===== config.mk =====
export PLATFORM = sky130hd
export DESIGN_NAME = id_stage_pipeline
export DESIGN_NICKNAME = d
export VERILOG_FILES = /design/src/rtl/id_stage_pipeline_pkg.sv /design/src/rtl/id_stage_pipeline_fwd_mux.sv /design/src/rtl/id_stage_pipeline.sv
export SDC_FILE = /design/constraint.sdc
export NUM_CORES = 1
export LEC_CHECK = 0
export CAP_MARGIN = 10
export CORE_ASPECT_RATIO = 2
export CORE_UTILIZATION = 30
export CTS_CLUSTER_DIAMETER = 120
export DETAILED_ROUTE_END_ITERATION = 7
export PLACE_DENSITY = 0.75
export SLEW_MARGIN = 10
export SYNTH_ARGS = -nofsm -noshare
export SYNTH_HDL_FRONTEND = slang
export SYNTH_SLANG_ARGS = --single-unit

===== constraint.sdc =====
create_clock -name clk -period 6.24 [get_ports clk]
set_clock_uncertainty 0.15 [all_clocks]
set_input_delay 0.936 -clock clk [delete_from_list [all_inputs] [get_ports clk]]
set_output_delay 0.936 -clock clk [all_outputs]
set_load 0.01 [all_outputs]

===== src/rtl/id_stage_pipeline_pkg.sv =====
// Shared decode constants, FSM states and opcode control decode
// for the ID stage.
package id_stage_pipeline_pkg;

  localparam int DATA_LEN     = 32;
  localparam int REG_ADDR_LEN = 5;

  localparam logic [5:0] OP_RTYPE = 6'b000000;
  localparam logic [5:0] OP_LW    = 6'b100011;
  localparam logic [5:0] OP_SW    = 6'b101011;
  localparam logic [5:0] OP_BEQ   = 6'b000100;
  localparam logic [5:0] OP_ADDI  = 6'b001000;
  localparam logic [5:0] OP_ORI   = 6'b001101;
  localparam logic [5:0] OP_LUI   = 6'b001111;
  localparam logic [5:0] OP_J     = 6'b000010;

  typedef enum logic {
    RUN    = 1'b0,
    BUBBLE = 1'b1
  } state_e;

  typedef struct packed {
    logic we;
    logic dest_rd;
    logic use_rs;
    logic use_rt;
    logic is_load;
    logic is_store;
  } ctl_t;

  function automatic ctl_t decode(input logic [5:0] op);
    ctl_t c;
    c = '0;
    unique case (op)
      OP_RTYPE: begin
        c.we      = 1'b1;
        c.dest_rd = 1'b1;
        c.use_rs  = 1'b1;
        c.use_rt  = 1'b1;
      end
      OP_LW: begin
        c.we      = 1'b1;
        c.use_rs  = 1'b1;
        c.is_load = 1'b1;
      end
      OP_SW: begin
        c.use_rs   = 1'b1;
        c.use_rt   = 1'b1;
        c.is_store = 1'b1;
      end
      OP_BEQ: begin
        c.use_rs = 1'b1;
        c.use_rt = 1'b1;
      end
      OP_ADDI, OP_ORI: begin
        c.we     = 1'b1;
        c.use_rs = 1'b1;
      end
      OP_LUI: c.we = 1'b1;
      OP_J:   c = '0;
      default: c = '0;
    endcase
    return c;
  endfunction

endpackage


===== src/rtl/id_stage_pipeline_fwd_mux.sv =====
// Per-operand forwarding selector: EX, then MEM, then WB,
// then register file; register 0 always reads as zero.
module id_fwd_mux #(
  parameter int DATA_W  = 32,
  parameter int RADDR_W = 5
) (
  input  logic [RADDR_W-1:0] src_i,
  input  logic [DATA_W-1:0]  rf_data_i,
  input  logic               ex_en_i,
  input  logic [RADDR_W-1:0] ex_waddr_i,
  input  logic [DATA_W-1:0]  ex_data_i,
  input  logic               mem_we_i,
  input  logic [RADDR_W-1:0] mem_waddr_i,
  input  logic [DATA_W-1:0]  mem_wdata_i,
  input  logic               wb_we_i,
  input  logic [RADDR_W-1:0] wb_waddr_i,
  input  logic [DATA_W-1:0]  wb_wdata_i,
  output logic [DATA_W-1:0]  data_o
);

  always_comb begin
    data_o = rf_data_i;
    if (src_i == '0) begin
      data_o = '0;
    end else if (ex_en_i && ex_waddr_i == src_i) begin
      data_o = ex_data_i;
    end else if (mem_we_i && mem_waddr_i == src_i) begin
      data_o = mem_wdata_i;
    end else if (wb_we_i && wb_waddr_i == src_i) begin
      data_o = wb_wdata_i;
    end
  end

endmodule


===== src/rtl/id_stage_pipeline.sv =====
// ID stage: decode, operand forwarding, load-use stall and ID/EX register.
// Optional stall counter port enabled by ID_STALL_CNT_EN.
module id_stage_pipeline
  import id_stage_pipeline_pkg::*;
#(
  parameter int DATA_W  = DATA_LEN,
  parameter int RADDR_W = REG_ADDR_LEN
) (
  input  logic               clk,
  input  logic               rst,
  input  logic               if_id_valid,
  input  logic [31:0]        if_id_inst,
  input  logic [DATA_W-1:0]  if_id_pc,
  output logic [RADDR_W-1:0] rf_raddr1,
  output logic [RADDR_W-1:0] rf_raddr2,
  input  logic [DATA_W-1:0]  rf_rdata1,
  input  logic [DATA_W-1:0]  rf_rdata2,
  input  logic [DATA_W-1:0]  ex_alu_res,
  input  logic               mem_we,
  input  logic [RADDR_W-1:0] mem_waddr,
  input  logic [DATA_W-1:0]  mem_wdata,
  input  logic               wb_we,
  input  logic [RADDR_W-1:0] wb_waddr,
  input  logic [DATA_W-1:0]  wb_wdata,
  input  logic               ex_flush,
  output logic               stall_if,
  output logic               id_ex_valid,
  output logic [DATA_W-1:0]  id_ex_pc,
  output logic [5:0]         id_ex_op,
  output logic [5:0]         id_ex_funct,
  output logic [DATA_W-1:0]  id_ex_a,
  output logic [DATA_W-1:0]  id_ex_b,
  output logic [DATA_W-1:0]  id_ex_imm,
  output logic [RADDR_W-1:0] id_ex_waddr,
  output logic               id_ex_we,
  output logic               id_ex_is_load,
  output logic               id_ex_is_store
`ifdef ID_STALL_CNT_EN
  ,
  output logic [31:0]        stall_cnt
`endif
);

  logic [5:0]         op;
  logic [RADDR_W-1:0] rs, rt, rd, dest;
  logic [DATA_W-1:0]  imm_x, opa, opb;
  ctl_t               ctl;
  logic               ex_fwd, load_use, hazard;
  state_e             state_q, state_d;

  logic               valid_q, valid_d, we_q, we_d;
  logic               ld_q, ld_d, st_q, st_d;
  logic [DATA_W-1:0]  pc_q, pc_d, a_q, a_d, b_q, b_d;
  logic [DATA_W-1:0]  imm_q, imm_d;
  logic [5:0]         op_q, op_d, funct_q, funct_d;
  logic [RADDR_W-1:0] waddr_q, waddr_d;

  assign op   = if_id_inst[31:26];
  assign rs   = RADDR_W'(if_id_inst[25:21]);
  assign rt   = RADDR_W'(if_id_inst[20:16]);
  assign rd   = RADDR_W'(if_id_inst[15:11]);
  assign ctl  = decode(op);
  assign dest = ctl.dest_rd ? rd : rt;

  assign rf_raddr1 = rs;
  assign rf_raddr2 = rt;

  always_comb begin
    imm_x = DATA_W'(signed'(if_id_inst[15:0]));
    unique case (1'b1)
      (op == OP_ORI): imm_x = DATA_W'(if_id_inst[15:0]);
      (op == OP_LUI): imm_x = DATA_W'({if_id_inst[15:0], 16'h0000});
      default:        imm_x = DATA_W'(signed'(if_id_inst[15:0]));
    endcase
  end

  // A load in EX has no result yet, so it never forwards from EX
  assign ex_fwd = valid_q && we_q && !ld_q;

  id_fwd_mux #(.DATA_W(DATA_W), .RADDR_W(RADDR_W)) u_fwd_a (
    .src_i      (rs),
    .rf_data_i  (rf_rdata1),
    .ex_en_i    (ex_fwd),
    .ex_waddr_i (waddr_q),
    .ex_data_i  (ex_alu_res),
    .mem_we_i   (mem_we),
    .mem_waddr_i(mem_waddr),
    .mem_wdata_i(mem_wdata),
    .wb_we_i    (wb_we),
    .wb_waddr_i (wb_waddr),
    .wb_wdata_i (wb_wdata),
    .data_o     (opa)
  );

  id_fwd_mux #(.DATA_W(DATA_W), .RADDR_W(RADDR_W)) u_fwd_b (
    .src_i      (rt),
    .rf_data_i  (rf_rdata2),
    .ex_en_i    (ex_fwd),
    .ex_waddr_i (waddr_q),
    .ex_data_i  (ex_alu_res),
    .mem_we_i   (mem_we),
    .mem_waddr_i(mem_waddr),
    .mem_wdata_i(mem_wdata),
    .wb_we_i    (wb_we),
    .wb_waddr_i (wb_waddr),
    .wb_wdata_i (wb_wdata),
    .data_o     (opb)
  );

  assign load_use = valid_q && ld_q && (waddr_q != '0) && if_id_valid
                 && ((ctl.use_rs && waddr_q == rs)
                  || (ctl.use_rt && waddr_q == rt));
  assign hazard   = (state_q == RUN) && load_use;
  assign stall_if = hazard && !ex_flush;

  always_comb begin
    state_d = state_q;
    unique case (state_q)
      RUN:     if (hazard) state_d = BUBBLE;
      BUBBLE:  state_d = RUN;
      default: state_d = RUN;
    endcase
  end

  always_comb begin
    valid_d = if_id_valid;
    pc_d    = if_id_pc;
    op_d    = op;
    funct_d = if_id_inst[5:0];
    a_d     = opa;
    b_d     = opb;
    imm_d   = imm_x;
    waddr_d = ctl.we ? dest : '0;
    we_d    = ctl.we && (dest != '0);
    ld_d    = ctl.is_load;
    st_d    = ctl.is_store;
    // Flush and bubble both leave an empty slot in EX
    if (ex_flush || hazard) begin
      valid_d = 1'b0;
      pc_d    = '0;
      op_d    = '0;
      funct_d = '0;
      a_d     = '0;
      b_d     = '0;
      imm_d   = '0;
      waddr_d = '0;
      we_d    = 1'b0;
      ld_d    = 1'b0;
      st_d    = 1'b0;
    end
  end

  always_ff @(posedge clk or posedge rst) begin
    if (rst) begin
      state_q <= RUN;
      valid_q <= 1'b0;
      pc_q    <= '0;
      op_q    <= '0;
      funct_q <= '0;
      a_q     <= '0;
      b_q     <= '0;
      imm_q   <= '0;
      waddr_q <= '0;
      we_q    <= 1'b0;
      ld_q    <= 1'b0;
      st_q    <= 1'b0;
    end else begin
      state_q <= state_d;
      valid_q <= valid_d;
      pc_q    <= pc_d;
      op_q    <= op_d;
      funct_q <= funct_d;
      a_q     <= a_d;
      b_q     <= b_d;
      imm_q   <= imm_d;
      waddr_q <= waddr_d;
      we_q    <= we_d;
      ld_q    <= ld_d;
      st_q    <= st_d;
    end
  end

  assign id_ex_valid    = valid_q;
  assign id_ex_pc       = pc_q;
  assign id_ex_op       = op_q;
  assign id_ex_funct    = funct_q;
  assign id_ex_a        = a_q;
  assign id_ex_b        = b_q;
  assign id_ex_imm      = imm_q;
  assign id_ex_waddr    = waddr_q;
  assign id_ex_we       = we_q;
  assign id_ex_is_load  = ld_q;
  assign id_ex_is_store = st_q;

`ifdef ID_STALL_CNT_EN
  logic [31:0] cnt_q;

  always_ff @(posedge clk or posedge rst) begin
    if (rst) begin
      cnt_q <= '0;
    end else if (stall_if) begin
      cnt_q <= cnt_q + 32'd1;
    end
  end

  assign stall_cnt = cnt_q;
`endif

endmodule

==> results.md <==
- P_int: between 1.5 and 2 mW
- CTS Sinks: 150
- Post-DR wirelength/cell: between 15 and 20 microns
- IO buf count: about 400
- Clk slew on worst S/H paths: approximately 0.06 ns
- HPWL Detailed: 21,000 microns
- CTS tree: yes
- Netlist cell types: 38
- Setup ws final: around 1.8 ns
- Placed Area: 11,500 sq um
- Switching share of power: between 20% and 30%
- Worst-case vdd ir drop: between 0.0002 and 0.00025 V
- Post-DRT Antenna Nets: 0
- Adder-Cell Fraction of Synth Area: 0%
- Worst Path Buf+Inv: 2
- Die area: roughly 25,000 sq um
- Average size of a mapped cell: ~10 sq um
- Sequential share of power: 41.0%
- Final wirelength: ~28,000 microns
- FP Rows: 80
- Outcome: complete, no violations
- Number of synthesized register bits: 150
- Max incr delay on CP: between 0.5 and 0.6 ns
- Met1 GRT Util: 22.7%
- Total CTS buffers: 17
- Worst EP arrival: between 3 and 4 ns
- Area Overhead vs Synth: 63.7%
- Minimum clock period after layout: between 4 and 5 ns
- H-tree depth: 4
- Worst slew pin tran: about 1.2 ns
- Max Transition Viols Final: 0
- Simple-gate share of the synthesized area: 16.8%
- Max-slew headroom: between 20 and 25%
- CP delay by family, top: buffers and inverters
- Fin cells: 1,398
- Leak: approximately 5.6 nW
- XOR/XNOR share of the synthesized area: under 10%
- Nets: around 1,300
- Unrepaired setup endpoints after global routing: no
- CTS Buffer Depth: 2
- Synth Instances: approximately 730
- Hold buffers post-CTS: 0
- RePlAce Congestion: 0.853
- Layout cells sized above 1: 4.78%
- Worst-path cell chain: clkdlybuf4s50_1 -> xor2_1 -> a2111o_1 -> nor4_2 -> o221ai_2 -> nor2_1 -> clkdlybuf4s50_1
- Largest family of logic cells by synthesized area: simple AND/OR/NAND/NOR gates
- EDFF count, synth: 0
- First-pass GRT wire length: roughly 42,000 microns
- Total global-route track usage: around 22%
- Met2 Use GR: between 40% and 50%
- Psw: between 600 and 700 uW
- Min-delay worst type: reg -> reg
- DR iter-0 viols: between 300 and 400
- Final setup fails: 0
- Starting Density: 30.7%
- IO Count: 400
- Vias per cell: 4.98
- Post-CTS Setup Repair Bufs: 0
- Gate power share: between 10% and 20%
- Synth Area in Compound Gates: between 10% and 20%
- Req. time, crit path: roughly 5 ns
- CP max FO: 6
- Remaining Overflow, GRT: 0
- Syn Nets: roughly 970
- Resize count post-CTS: 0
- Most numerous cell on the critical path: clkdlybuf4s50_1
- Routed vias: about 7,000
- Synth Warn #: 0
- Fin crit share: approximately 70%
- Peak Freq: roughly 220 MHz
- Ys async rst share: 100%
- Mux share of post-synthesis cell area: between 8 and 9%
- CP endpoint kind: primary output
- GRT met3 Usage: under 10%
- Register area share after synthesis: between 50% and 60%
- Drt first pass iters: 6
- PwrDens: 211 nW/um^2
- Core Util, Final: about 50%
- # placed instances: around 1,400
- DRC: 0
- Post-synth top flop: dfrtp_1
- Root Buffer: clkbuf_16
- Worst-Skew Late Latency: approximately 0.44 ns
- Pin count of the biggest net entering global routing: 93
- Post-route cell area: about 12,000 sq um
- Vias in the first global route: 7,238
- Chip height: roughly 220 microns
- CP max stage cell: clkdlybuf4s50_1
- Setup_tns: 0 ns
- Crit path kind: in -> out
- Area of the core: ~24,000 sq um
- Final Hold Fails: 0
- Pre-CTS setup slack: approximately 1.8 ns
- Post-synthesis cell area: ~7300 sq um
- Setup crit start kind: input pin
- Clock power share: between 30% and 40%
- Initial antenna violation count: 2
- Chip width: 113 microns
- Global routing's busiest layer: met2
- Max-cap violation count: 0
-- flip-flops by register name (all words and copies together), names as in the netlist --
name / flops
id_ex_waddr: 5
id_ex_we: 1
id_ex_valid: 1
id_ex_a: 32
state_q: 1
id_ex_pc: 32
id_ex_funct: 6
id_ex_op: 6
id_ex_is_store: 1
id_ex_imm: 32
id_ex_is_load: 1
id_ex_b: 32
-- layout make-up --
type | count | area (sq um)
fillers | 2167 | 11900
repair buffers | 411 | 4080
flip-flops and latches | 150 | 3750
multi-input cells | 511 | 3230
clock buffers | 19 | 433
well taps | 287 | 359
clock inverters | 13 | 136
inverters | 5 | 23.8
diodes | 2 | 5.00
-- through the flow --
step	total power [mW]	hold slack [ns]
after floorplan	1.23	0.478
after global placement	1.55	0.523
after detailed placement	1.56	0.536
after CTS	2.58	0.549
after global routing	2.65	0.599
final	2.54	0.563
-- per-layer routing --
metal  vias up  share of wire (%)
met5         -                  0
met4         0                3.4
met3        53                6.4
met2       302                 56
met1      3358                 35
li1       3256                  -
-- cell usage in the layout (no fill, tap or decap), drive strengths merged, types with 19 or more instances in the layout --
| master | Yosys | layout |
|---|---|---|
| mux2i | 64 | 64 |
| dfrtp | 150 | 150 |
| xor2 | 20 | 20 |
| a211o | 64 | 64 |
| nand2 | 85 | 85 |
| clkbuf | 22 | 19 |
| and2 | 45 | 45 |
| clkdlybuf4s50 | 0 | 399 |
| a21oi | 83 | 83 |
| nor2 | 76 | 76 |
-- power groups by stage --
stage / Sequential (mW) / Combinational (mW) / Clock, mW
after CTS: 1.04 / 0.502 / 1.03
after detailed placement: 1.06 / 0.499 / 0
after global placement: 1.06 / 0.494 / 0
after floorplan: 1.09 / 0.142 / 0
after global routing: 1.05 / 0.531 / 1.07
final: 1.04 / 0.495 / 1.00
-- Yosys cell counts, types with 2 or more instances --
master	count	area [sq um]
dfrtp_1	150	3750
nand2_1	85	319
a21oi_1	83	415
nor2_1	76	285
a211o_1	64	561
mux2i_1	64	641
and2_1	45	282
clkbuf_1	22	82.6
xor2_1	20	175
and3_1	17	106
buf_2	15	75.1
buf_4	12	90.1
buf_6	10	113
xnor2_1	8	70.1
nand3_1	7	35.0
nor4_1	7	43.8
a22oi_1	5	37.5
inv_1	5	18.8
o21ai_0	5	25.0
nor2b_1	4	25.0
nor3_1	3	15.0
and3b_1	2	17.5
buf_1	2	7.51
or4_1	2	15.0
-- logic make-up after synthesis --
group	after synthesis
flops	150
xor+xnor	28
mux	64
simple gates	257
buf+inv	66
compound gates	162
-- worst register-to-register path, cell delays in order, from the launching register on --
cell	delay, ns
dfrtp_1	0.45
xor2_1	0.19
a2111o_1	0.45
nor4_2	0.28
o221ai_2	0.23
nand2_1	0.66
buf_4	0.37
a21oi_1	0.09
-- final timing paths --
kind | startpoint | end | slack, ns | cells past startpoint
worst max register to register | id_ex_waddr[0] | id_ex_a[16] | 3.24 | 7
worst min-delay path | state_q | state_q | 0.56 | 5
worst max-delay path | if_id_inst[16] | stall_if | 1.76 | 7
worst min register to register | state_q | state_q | 0.56 | 5
min in group asynchronous | rst | id_ex_pc[1] | 0.85 | 2
max in group asynchronous | rst | id_ex_b[14] | 3.95 | 3
No activity file was read; power rests on OpenSTA's default activity.
